[src/rtl/mem_stage.sv]
// Memory-access stage: latches the execute bus, extracts/extends load data, feeds writeback.
// Latency: one register stage; SRAM read data arrives in the first MS cycle and is held across stalls.
// Backpressure: ms_allowin drops while a valid instruction waits on ws_allowin; flushes clear ms_valid.
module mem_stage #(
  parameter int ES_TO_MS_BUS_WD = 170,
  parameter int MS_TO_WS_BUS_WD = 160,
  parameter int MS_FWD_WD       = 41
) (
  input  logic                       clk,
  input  logic                       reset,
  input  logic                       final_ex,
  input  logic                       back_ertn_flush,
  input  logic                       ws_allowin,
  output logic                       ms_allowin,
  input  logic                       es_to_ms_valid,
  input  logic [ES_TO_MS_BUS_WD-1:0] es_to_ms_bus,
  input  logic [31:0]                data_sram_rdata,
  output logic                       ms_to_ws_valid,
  output logic [MS_TO_WS_BUS_WD-1:0] ms_to_ws_bus,
  output logic [MS_FWD_WD-1:0]       ms_forward,
  output logic                       ms_ertn_flush,
  output logic                       ms_ex
);

  logic                       ms_valid;
  logic                       ms_ready_go;
  logic [ES_TO_MS_BUS_WD-1:0] bus_r;
  logic                       first;
  logic [31:0]                hold_reg;
  logic                       accept;

  // Decoded fields of the latched execute bus
  logic        ertn;
  logic        ex;
  logic        csr_re;
  logic [1:0]  addr_lo;
  logic        ld_w, ld_b, ld_bu, ld_h, ld_hu;
  logic        st_b, st_h;
  logic        res_from_mem;
  logic        gr_we;
  logic [4:0]  dest;
  logic [31:0] result;
  logic        unused_bits;

  logic [31:0] rdata;
  logic [7:0]  load_byte;
  logic [15:0] load_half;
  logic [31:0] load_value;
  logic [31:0] final_result;

  assign ertn         = bus_r[168];
  assign ex           = bus_r[160];
  assign csr_re       = bus_r[159];
  assign addr_lo      = bus_r[79:78];
  assign ld_w         = bus_r[77];
  assign ld_b         = bus_r[76];
  assign ld_bu        = bus_r[75];
  assign ld_h         = bus_r[74];
  assign ld_hu        = bus_r[73];
  assign st_b         = bus_r[72];
  assign st_h         = bus_r[71];
  assign res_from_mem = bus_r[70];
  assign gr_we        = bus_r[69];
  assign dest         = bus_r[68:64];
  assign result       = bus_r[63:32];

  // Store flags only matter to execute's SRAM request; they stop here.
  assign unused_bits = st_b ^ st_h;

  // Handshake: memory access never stalls this stage on its own.
  assign ms_ready_go    = 1'b1;
  assign ms_allowin     = !ms_valid | (ms_ready_go & ws_allowin);
  assign ms_to_ws_valid = ms_valid & ms_ready_go & ~final_ex;
  assign accept         = es_to_ms_valid & ms_allowin;

  // Valid bit: commit-time flushes win over a new accept.
  always_ff @(posedge clk or posedge reset) begin
    if (reset) begin
      ms_valid <= 1'b0;
    end else if (final_ex | back_ertn_flush) begin
      ms_valid <= 1'b0;
    end else if (ms_allowin) begin
      ms_valid <= es_to_ms_valid;
    end
  end

  // Bus register captures a new instruction whenever one is accepted.
  always_ff @(posedge clk or posedge reset) begin
    if (reset) begin
      bus_r <= '0;
    end else if (accept) begin
      bus_r <= es_to_ms_bus;
    end
  end

  // First-cycle flag marks the one cycle where SRAM data is live on the port.
  always_ff @(posedge clk or posedge reset) begin
    if (reset) begin
      first <= 1'b0;
    end else begin
      first <= accept;
    end
  end

  // Hold register keeps the first-cycle read data for the rest of a stall.
  always_ff @(posedge clk or posedge reset) begin
    if (reset) begin
      hold_reg <= '0;
    end else if (first) begin
      hold_reg <= data_sram_rdata;
    end
  end

  assign rdata = first ? data_sram_rdata : hold_reg;

  // Byte and halfword lane selection from the low address bits.
  always_comb begin
    load_byte = rdata[7:0];
    case (addr_lo)
      2'd0: load_byte = rdata[7:0];
      2'd1: load_byte = rdata[15:8];
      2'd2: load_byte = rdata[23:16];
      2'd3: load_byte = rdata[31:24];
      default: load_byte = rdata[7:0];
    endcase
    load_half = addr_lo[1] ? rdata[31:16] : rdata[15:0];
  end

  // Sign/zero extension according to the load type.
  always_comb begin
    load_value = rdata;
    if (ld_b) begin
      load_value = {{24{load_byte[7]}}, load_byte};
    end else if (ld_bu) begin
      load_value = {24'd0, load_byte};
    end else if (ld_h) begin
      load_value = {{16{load_half[15]}}, load_half};
    end else if (ld_hu) begin
      load_value = {16'd0, load_half};
    end else if (ld_w) begin
      load_value = rdata;
    end
  end

  assign final_result = res_from_mem ? load_value : result;

  // Writeback bus drops addr_lo, load and store type flags.
  assign ms_to_ws_bus = {bus_r[169:80], gr_we, dest, final_result, bus_r[31:0]};

  // Forwarding/hazard info for decode, all fields qualified by ms_valid.
  assign ms_forward = {ms_valid & csr_re,
                       ms_valid & (ex | ertn),
                       final_result & {32{ms_valid}},
                       dest & {5{ms_valid}},
                       ms_valid & gr_we,
                       ms_valid};

  assign ms_ertn_flush = ms_valid & ertn;
  assign ms_ex         = ms_valid & ex;

endmodule

[config.mk]
export PLATFORM = sky130hd
export DESIGN_NAME = mem_stage
export DESIGN_NICKNAME = d
export VERILOG_FILES = /design/src/rtl/mem_stage.sv
export SDC_FILE = /design/constraint.sdc
export NUM_CORES = 1
export LEC_CHECK = 0
export ABC_AREA = 1
export ABC_CLOCK_PERIOD_IN_PS = 7650
export BUFFER_PORTS_ARGS = -buffer_cell sky130_fd_sc_hd__buf_2
export CAP_MARGIN = 20
export CORE_UTILIZATION = 40
export DETAILED_ROUTE_END_ITERATION = 6
export GPL_TIMING_DRIVEN = 0
export PLACE_DENSITY = 0.7
export SLEW_MARGIN = 20
export SYNTH_ARGS = -nofsm -noshare
export SYNTH_HDL_FRONTEND = slang
export SYNTH_SLANG_ARGS = --single-unit
[constraint.sdc]
create_clock -name clk -period 7.65 [get_ports clk]
set_clock_uncertainty 0.05 [all_clocks]
set_input_delay 1.53 -clock clk [delete_from_list [all_inputs] [get_ports clk]]
set_output_delay 1.53 -clock clk [all_outputs]
set_load 0.01 [all_outputs]
Yosys cells after proc, flatten, opt, wreduce, memory -nomap -nowiden
Cells that the tools add are included.

Word-level logic and storage cells: 33. Register bits after elaboration: 204. Output and inout bits: 205. Bits of input ports: 208.

Reductions and logical operators: 3. Eq/ne operators: 3. Multiplexer cells: 10. Bitwise logic cells: 13.

Operators by type and width (count): 32-bit 2-to-1 mux (6); 32-bit bitwise AND (1); 8-bit case mux with 4 select lines (1); 16-bit 2-to-1 mux (1); 1-bit bitwise AND (7); 5-bit bitwise AND (1); 2-bit == test, second input constant (2); 1-bit bitwise OR (3); 2-bit by 1-bit == test with 1-bit output, second input constant (1); 2-bit zero test (1); 1-bit 2-to-1 mux (2); 2-bit nonzero test (1); 1-bit zero test (1); 1-bit inverter (1).

Depth between registers and ports, before layout
Gate-level depths: netlist of the first run.

Depth after elaboration: 8. Gate-level depth with buffers: 13. Gate-level depth less buffers: 11.

Worst setup path after synthesis of the first run
Ideal clock, no wire load.

Kind: input -> output. Start: in data_sram_rdata[15]. End: out ms_forward[28]. Path slack: 3718 ps. Stages on the path: 11. Path buffers: 1. Arrival time: 2352 ps. Data required time: 6070 ps. Path through: nand2_1 > nand2_1 > nand2_1 > nand2_1 > nand2_2 > buf_6 > nand2_1 > nand2_1 > nand3_2 > nand2_2 > nor2_2.

Cells in the longest elaborated chain, start to end: 7. Elaborated cells between the ends (all ways): 8. Those cells by class: mux (7); bitwise (1).

Ends and longest elaborated chain: start: declaration (line 17) `input logic [31:0] data_sram_rdata,`; 32-bit 2-to-1 mux (*); via rdata[15] (line 45) `logic [31:0] rdata;`; 16-bit 2-to-1 mux (line 126) `load_half = addr_lo[1] ? rdata[31:16] : rdata[15:0];`; 32-bit 2-to-1 mux (line 136) `end else if (ld_h) begin`; 32-bit 2-to-1 mux (line 134) `end else if (ld_bu) begin`; 32-bit 2-to-1 mux (*) (line 132) `if (ld_b) begin`; 32-bit 2-to-1 mux (*) (line 145) `assign final_result = res_from_mem ? load_value : result;`; 32-bit bitwise AND (*) (line 153) `final_result & {32{ms_valid}},`; end: declaration (line 20) `output logic [MS_FWD_WD-1:0] ms_forward,`.

Mark *: on every way through the listed nets, which the timed path passes. The rest lies on a longest branch.

Final worst setup path of the first run
Start: in data_sram_rdata[23]. End: out ms_forward[19].

Cells in the longest elaborated chain, start to end: 5.

Ends and longest elaborated chain: 32-bit 2-to-1 mux; via rdata[23] (line 45); 8-bit case mux with 4 select lines (line 119) `case (addr_lo)`; 32-bit 2-to-1 mux (line 132); 32-bit 2-to-1 mux (line 145); 32-bit bitwise AND (line 153).

The timed path passes the listed nets, and every way through them passes these cells.

==> metrics, run 1 <==
clk sinks=201; flop and latch count out of synthesis=201; Die Wd=163 um; Synth Net Count=about 1,600; adder-cell area share of the yosys netlist=0; Max Buffers Root-to-Sink=3; top sig layer=met5; Core ar.=25,300 um2; Hold Path Class=flop to flop; Final HPWL DP=between 20,000 and 30,000 um; Synth Area in Compound Gates=0.0250; pin count of the biggest net entering global routing=about 100; DR vias/cell=~4.6; IO buf count=409; Overall Global Routing Usage=0.255; DRT iter0 DRCs=between 600 and 700; pre-CTS setup slack=3.29 ns; Cell Pwr Density=228 nW/um2; Synth Instances=1,348; crit start category=input port; synthesis-to-layout area growth=31.6%; post-synthesis mux area share=0; max_slew headroom=0.425; CP Capture Type=output pin; mean post-synth cell area=7.65 um2; largest family of logic cells by synthesized area=simple AND/OR/NAND/NOR gates; Max rail drop VDD=0.000187 V; CTS tree=built; CP required=6.07 ns; Final Max Slew Viols=0; WHS=around 0.43 ns; routed length on met2=16,900 um; cell row count=between 50 and 60; xor/xnor share of the synthesized area=0; drc violations=0; Clock Pin Slew Worst Setup and Hold Paths=0.05 ns; endpoints failing setup=0; IO Count=413; Die ar.=26,400 um2; post-CTS setup buffers=0; total number of vias=9,770; Post-Syn Area=10,300 um2; GP Congestion=0.910; final setup margin=3.28 ns; Cell variety after synth=25; number of fillers in the final layout=2,527; fmax=0.229 GHz; CP Class=input port to output pin; Final Power=3090 uW; synth warn=0; worst slew pin tran=~0.86 ns; Fin. Hold Viols=0; CTS resizes=0; nets=1,992; Clock Tree Root=clkbuf_16; final setup TNS=0 ns; wire per inst=16.1 um; CP arrival=around 2.8 ns; maximum capacitance violations=0; vias in the first global route=roughly 9,400; Worst-Skew Late Latency=0.51 ns; Leak Pwr=0.00811 uW; Finished Core Util=0.538; first-pass GRT wire length=slightly above 50,000 um; DRT Wirelength=34,300 um; sequential share of the synthesized area=0.487; met1 WL=between 10,000 and 15,000 um; die height=163 um; hold-fix buffer count after cts=0; RSZ-0062 raised after global routing=no; Tcrit/Tclk final=0.571; total grt overflow=0; CTS Buf Count=24; DRT Pass-1 Iters=4; status=complete, no violations; post-route minimum period=4.37 ns; initial antenna violation count=9; Synth Area in Simple Gates=0.335; antenna-violating nets left=0; crit path max fanout=10; max reg flops=167; Starting Density=0.409; layout cells sized above 1=0.380; # H-tree levels=1; DR WL met3=2540 um
## critical path, cell delays in order
cell and delay, ns:
buf_2 0.10, nand2_1 0.05, nand2_1 0.14, nand2_1 0.11
nand4_2 0.13, nand2_4 0.14, buf_6 0.17, nand3_2 0.09
nand2_2 0.10, nor2_2 0.04, buf_2 0.17
## path summary, 6_finish.rpt
kind                                       startpoint                     end  slack (ns)  cells after the start
worst max-delay path              data_sram_rdata[23]          ms_forward[19]        3.28                     11
worst min-delay path            bus_r[96]$_DFFE_PP0P_   bus_r[96]$_DFFE_PP0P_        0.43                      2
worst max register to register   ms_valid$_DFFE_PP0P_  bus_r[163]$_DFFE_PP0P_        5.67                      7
worst min register to register  bus_r[96]$_DFFE_PP0P_   bus_r[96]$_DFFE_PP0P_        0.43                      2
max in group asynchronous                       reset   bus_r[99]$_DFFE_PP0P_        5.54                      3
min in group asynchronous                       reset  bus_r[162]$_DFFE_PP0P_        1.04                      2
## metal layers
| metal | up-vias | track usage |
|---|---|---|
| li1 | 4827 | - |
| met1 | 4479 | 0.296 |
| met2 | 365 | 0.447 |
| met3 | 89 | 0.0621 |
| met4 | 10 | 0.109 |
| met5 | - | 0 |
## cell families (layout without fill, tap and decap cells)
kind of cell / after synthesis / in the layout
buffers and inverters: 267 / 717
other: 0 / 5
and+or+nand+nor: 830 / 830
DFF: 201 / 201
AOI/OAI and AO/OA: 50 / 50
## per-stage QoR
stage          instances  instance area (um2)
6_report            2133                13600
5_1_grt             2131                13600
4_1_cts             2128                13600
3_5_place_dp        2088                12800
3_3_place_gp        2087                12800
2_1_floorplan       1348                10300
## cell usage after synthesis
library cell | n | area share
nand4_1 | 4 | 0.0024
clkbuf_1 | 27 | 0.0098
nor2_1 | 6 | 0.0022
buf_6 | 8 | 0.0087
nand2_1 | 703 | 0.26
nand3_2 | 20 | 0.019
inv_4 | 1 | 0.00061
nand2_2 | 25 | 0.015
o21ai_1 | 10 | 0.0049
inv_2 | 5 | 0.0018
dfrtp_1 | 201 | 0.49
nand3_1 | 43 | 0.021
o21bai_1 | 3 | 0.0022
buf_2 | 22 | 0.011
clkinv_1 | 1 | 0.00036
nor2_2 | 25 | 0.015
buf_4 | 129 | 0.094
nand2_4 | 1 | 0.0011
a21oi_1 | 16 | 0.0078
buf_1 | 7 | 0.0025
nor2_4 | 1 | 0.0011
o21ai_0 | 21 | 0.010
nor3_1 | 1 | 0.00048
inv_1 | 67 | 0.024
nand4_2 | 1 | 0.0012
## placed cells by master, fill, tap and decap left out, types with 8 or more instances in the layout
| master | synthesis | routed |
|---|---|---|
| inv_1 | 67 | 66 |
| a21oi_1 | 16 | 16 |
| clkbuf_16 | 0 | 24 |
| clkbuf_1 | 27 | 32 |
| o21ai_0 | 21 | 21 |
| buf_2 | 22 | 431 |
| dfrtp_1 | 201 | 201 |
| o21ai_1 | 10 | 10 |
| nor2_2 | 25 | 25 |
| nand3_2 | 20 | 20 |
| nand3_1 | 43 | 43 |
| nand2_1 | 703 | 703 |
| buf_6 | 8 | 8 |
| buf_4 | 129 | 129 |
| nand2_2 | 25 | 25 |
## power breakdown
group | leakage, uW | total (uW) | switching, uW | internal [uW]
Sequential | 0.00245 | 1230 | 57.0 | 1170
Clock | 0.000367 | 1090 | 449 | 641
Combinational | 0.00530 | 771 | 451 | 320
## area by class of cell
cell class | count | area [um2] | share of cell area
plain buffers | 193 | 1300 | 0.0955
multi-input cells | 880 | 3710 | 0.273
diodes | 5 | 12.5 | 0.000922
clock inverters | 4 | 33.8 | 0.00249
inverters | 74 | 288 | 0.0212
flip-flops and latches | 201 | 5030 | 0.371
well taps | 330 | 413 | 0.0304
clock buffers | 36 | 716 | 0.0527
repair buffers | 410 | 2070 | 0.153
No activity file was read; power rests on OpenSTA's default activity.
==> run 2: changes to the inputs <==
--- a/config.mk
+++ b/config.mk
@@ -5,14 +5,14 @@
 export SDC_FILE = /design/constraint.sdc
 export NUM_CORES = 1
 export LEC_CHECK = 0
-export ABC_AREA = 1
-export ABC_CLOCK_PERIOD_IN_PS = 7650
+export ABC_AREA = 0
+export ABC_CLOCK_PERIOD_IN_PS = 3850
 export BUFFER_PORTS_ARGS = -buffer_cell sky130_fd_sc_hd__buf_2
 export CAP_MARGIN = 20
 export CORE_UTILIZATION = 40
 export DETAILED_ROUTE_END_ITERATION = 6
 export GPL_TIMING_DRIVEN = 0
-export PLACE_DENSITY = 0.7
+export PLACE_DENSITY = 0.73
 export SLEW_MARGIN = 20
 export SYNTH_ARGS = -nofsm -noshare
 export SYNTH_HDL_FRONTEND = slang
==> constraint.sdc (replaced) <==
create_clock -name clk -period 3.85 [get_ports clk]
set_clock_uncertainty 0.05 [all_clocks]
set_input_delay 0.77 -clock clk [delete_from_list [all_inputs] [get_ports clk]]
set_output_delay 0.77 -clock clk [all_outputs]
set_load 0.01 [all_outputs]
==> metrics, run 2 <==
most frequent CP cell=buf_6; Final Max Slew Viols=0; CP required=3.03 ns; Cell variety after synth=33; Final Power=6140 uW; most frequent cells after synthesis=dfrtp_1 (201), mux2_2 (182), buf_4 (129); share of the synthesized area in the top cell type=0.508; first-pass GRT wire length=47,400 um; Critical-path top delay cell=mux4_2; DR vias/cell=between 4 and 5; CP max stage delay=0.54 ns; met2 GRT Util=0.452; WHS=0.279 ns; maximum capacitance violations=0; Post-Syn Area=9900 um2; max reg flops=167; Fin. Hold Viols=0; met1 global-route usage=0.273; IO Count=413; Max Buffers Root-to-Sink=3; pin count of the biggest net entering global routing=34; CTS tree=built; Die ar.=25,400 um2; DRT Pass-1 Iters=5; synth warn=0; routing usage on met3=0.0646; status=complete, no violations; endpoints failing setup=0; vias in the first global route=a little over 8,000; EDFF count, synth=0; max_slew headroom=0.536; leading cell type in the layout, fill and taps excluded=buf_2; Crit path buffers/inverters=3; clk sinks=201; critical path depth=7; Synth Instances=830; busiest grt layer=met2; die height=159 um; # H-tree levels=1; CTS Buf Count=23; mean post-synth cell area=11.9 um2; reg2reg path depth=6; GP Congestion=approximately 0.94; synthesis-to-layout area growth=33.5%; layout cells sized above 1=0.610; Leak Pwr=0.00654 uW; Overall Global Routing Usage=0.244; DRT Wirelength=31,100 um; worst slew pin tran=~0.70 ns; CP Capture Type=output pin; RSZ-0062 raised after global routing=no; DRT iter0 DRCs=roughly 360; Hold Path Class=input port to asynchronous set/reset pin; top-count cell post-synth=dfrtp_1; Starting Density=0.407; number of fillers in the final layout=approximately 2,200; total number of vias=7,848; most frequent cells in the layout=buf_2 (414), dfrtp_1 (201), mux2_2 (182); CP arrival=a little under 3 ns; Synth Flop Type=dfrtp_1; hold-fix buffer count after cts=0; Clock Pin Slew Worst Setup and Hold Paths=0.06 ns; nets=between 1,000 and 1,500; Final HPWL DP=24,900 um; crit start category=flop; Clock Tree Root=clkbuf_16; crit-path cells=buf_6, mux2_4, mux4_2, a211oi_4, buf_6, a21oi_1, buf_2; cell taking the most area after synthesis=dfrtp_1; antenna-violating nets left=0; fmax=~0.27 GHz; Async SR Flop Fraction=1.00; drc violations=0; largest delay contributor family on the critical path=multiplexers; IO buf count=409; CP Class=flop to output pin; Die Wd=between 150 and 200 um; crit path max fanout=19; Synth area leaders=dfrtp_1 (51%), mux2_2 (21%), buf_4 (9.8%); initial antenna violation count=7; flop-to-flop setup slack=1.03 ns; cell row count=57; sequential share of the synthesized area=0.508; Tcrit/Tclk final=0.971; Cell Pwr Density=around 460 nW/um2; Worst-Skew Late Latency=0.50 ns; Max rail drop VDD=0.000418 V; total grt overflow=0; final setup TNS=0 ns; wire per inst=19.3 um; post-route minimum period=~3.7 ns; flop and latch count out of synthesis=about 200; Core ar.=roughly 24,000 um2; Synth Net Count=1,038
run 2: metrics by stage:
step,setup WS [ns],cell area (um2),std cells,utilization
floorplan,0.428,9900,830,-
global placement,-0.911,12400,1563,0.508
detailed placement,0.330,12500,1569,0.513
CTS,0.0287,13200,1607,0.543
global route,0.00354,13200,1608,0.543
finish,0.111,13200,1610,0.543
run 2: power breakdown:
part | internal, uW | switching [uW]
logic | 772 | 739
registers | 2360 | 144
clock network | 1280 | 852
run 2: final timing paths:
| check | from | endpoint |
|---|---|---|
| min | reset | bus_r[154]$_DFFE_PP0P_ |
| min in group clk | back_ertn_flush | ms_valid$_DFFE_PP0P_ |
| min reg2reg | bus_r[8]$_DFFE_PP0P_ | bus_r[8]$_DFFE_PP0P_ |
| max in group asynchronous | reset | bus_r[99]$_DFFE_PP0P_ |
| max | first$_DFF_PP0_ | ms_to_ws_bus[57] |
| max reg2reg | ms_valid$_DFFE_PP0P_ | bus_r[138]$_DFFE_PP0P_ |
run 2: what timing repair did:
action | CTS | global route
gates resized for setup | 1 | 3
endpoints found under the setup margin | 2 | 22
setup buffers | 0 | 0
pin swaps | 0 | 1
run 2: per-layer routing:
layer	vias to the layer above	routed length, um
li1	3627	-
met4	8	742
met2	344	16400
met5	-	51
met3	59	2470
met1	3810	11400
run 2: cells by family after synthesis:
family	after synthesis	share of synthesized area
compound gates	115	0.0649
flops	201	0.508
buf+inv	189	0.124
simple gates	102	0.0494
mux	223	0.253
run 2: cell type report:
type	count	area (um2)	share of cell area
Clock inverter	3	40.0	0.00303
Multi-Input combinational cell	440	3640	0.276
Clock buffer	36	684	0.0518
Inverter	17	67.6	0.00511
Antenna cell	3	7.51	0.000568
Timing Repair Buffer	415	2170	0.164
Sequential cell	201	5030	0.381
Buffer	171	1170	0.0884
Tap cell	324	405	0.0307
==> run 3: changes to the inputs <==
--- a/config.mk
+++ b/config.mk
@@ -7,7 +7,7 @@
 export LEC_CHECK = 0
 export ABC_AREA = 0
 export ABC_CLOCK_PERIOD_IN_PS = 3850
-export BUFFER_PORTS_ARGS = -buffer_cell sky130_fd_sc_hd__buf_2
+export BUFFER_PORTS_ARGS = -buffer_cell sky130_fd_sc_hd__clkbuf_2
 export CAP_MARGIN = 20
 export CORE_UTILIZATION = 40
 export DETAILED_ROUTE_END_ITERATION = 6
==> metrics, run 3 (synthesis gave the netlist of run 2 again) <==
status=complete, no violations; DRT iter0 DRCs=284; pre-CTS setup slack=between 0.4 and 0.5 ns; die height=159 um; DR vias/cell=4.82; CTS tree=built; most frequent cells in the layout=clkbuf_2 (411), dfrtp_1 (201), mux2_2 (182); endpoints failing setup=0; post-CTS setup buffers=0; CP arrival=2.87 ns; IO buf count=approximately 400; maximum capacitance violations=0; Final Power=just over 6000 uW; Cell Pwr Density=464 nW/um2; layout cells sized above 1=0.613; final setup margin=0.164 ns; max_slew headroom=0.545; Max rail drop VDD=0.000406 V; drc violations=0; hold-fix buffer count after cts=0; DRT Wirelength=30,800 um; total number of vias=7,741; vias in the first global route=approximately 8,000; Final Max Slew Viols=0; CTS Buf Count=23; Die ar.=25,400 um2; nets=1,478; reg2reg path depth=6; worst r2r dst=bus_r[141]$_DFFE_PP0P_; Hold Path Class=input port to asynchronous set/reset pin; fmax=0.271 GHz; cell row count=57; Worst-Skew Late Latency=0.50 ns; Clock Tree Root=clkbuf_16; CP Class=flop to output pin; pin count of the biggest net entering global routing=34; CP Capture Type=output pin; Fin. Hold Viols=0; synthesis-to-layout area growth=33.4%; GP Congestion=0.913; CP required=3.03 ns; worst slew pin tran=0.683 ns; Final HPWL DP=24,700 um; Starting Density=0.407; Reg2Reg Launch Point=ms_valid$_DFFE_PP0P_; leading cell type in the layout, fill and taps excluded=clkbuf_2; Finished Core Util=0.543; max reg flops=167; Tcrit/Tclk final=0.958; CTS resizes=1; total grt overflow=0; Overall Global Routing Usage=0.243; Core ar.=24,300 um2; # H-tree levels=1; DRT Pass-1 Iters=5; post-route minimum period=3.69 ns; IO Count=413; antenna-violating nets left=0; flop-to-flop setup slack=1.00 ns; Leak Pwr=0.00659 uW; wire per inst=19.2 um; Max Buffers Root-to-Sink=3; crit path max fanout=10; Die Wd=159 um; initial antenna violation count=3; clk sinks=between 200 and 250; crit start category=flop; first-pass GRT wire length=47,000 um; number of fillers in the final layout=approximately 2,200; Clock Pin Slew Worst Setup and Hold Paths=around 0.06 ns
## run 3: cell count changes in the layout (fill, tap and decap cells not counted), sizes merged
cell,before,now
buf,553,145
clkbuf,69,473
clkinvlp,1,2
diode,3,2
## run 3: final cells by class
| class | instances | area (um2) | share of cell area |
|---|---|---|---|
| Timing Repair Buffer | 415 | 2170 | 0.164 |
| Clock buffer | 31 | 666 | 0.0504 |
| Tap cell | 324 | 405 | 0.0307 |
| Buffer | 172 | 1170 | 0.0886 |
| Antenna cell | 2 | 5.00 | 0.000379 |
| Inverter | 17 | 67.6 | 0.00512 |
| Sequential cell | 201 | 5030 | 0.381 |
| Multi-Input combinational cell | 440 | 3640 | 0.276 |
| Clock inverter | 4 | 47.5 | 0.00360 |
## run 3: how the worst max path moves through the flow
stage	slack, ns	endpoint	cells past startpoint	start
6_report	0.16	ms_to_ws_bus[57]	7	first$_DFF_PP0_
5_1_grt	-0.005	ms_to_ws_bus[57]	7	bus_r[74]$_DFFE_PP0P_
4_1_cts	0.02	ms_forward[20]	7	first$_DFF_PP0_
3_5_place_dp	0.41	ms_forward[32]	7	data_sram_rdata[31]
3_3_place_gp	-0.89	bus_r[85]$_DFFE_PP0P_	2	reset
2_1_floorplan	0.43	bus_r[0]$_DFFE_PP0P_	1	reset
## run 3: per-stage QoR
step / instance area (um2) / instances / hold slack [ns] / TNS, ns
global route: 13200 / 1604 / 0.241 / -0.00465
finish: 13200 / 1606 / 0.233 / 0
detailed placement: 12500 / 1569 / 0.446 / 0
CTS: 13200 / 1604 / 0.223 / 0
global placement: 12400 / 1563 / 0.438 / -177.30
floorplan: 9900 / 830 / 0.415 / 0
## run 3: layer usage
layer | vias up | share of wire | track usage
met5 | - | 0.00026 | 0
met2 | 365 | 0.52 | 0.443
met1 | 3720 | 0.36 | 0.275
met3 | 38 | 0.090 | 0.0735
li1 | 3616 | - | -
met4 | 2 | 0.022 | 0.0612
## run 3: critical path, stage by stage, from the launching register on
cell,delay [ns]
dfrtp_1,0.37
buf_6,0.15
mux2_4,0.33
mux4_2,0.55
a211oi_4,0.46
buf_6,0.21
a21oi_1,0.13
clkbuf_2,0.16
## run 3: where the power goes
part	internal [uW]	switching [uW]	leakage, uW
combinational	769	748	0.00388
sequential	2360	143	0.00235
clock	1260	855	0.000351
total	4380	1750	0.00659
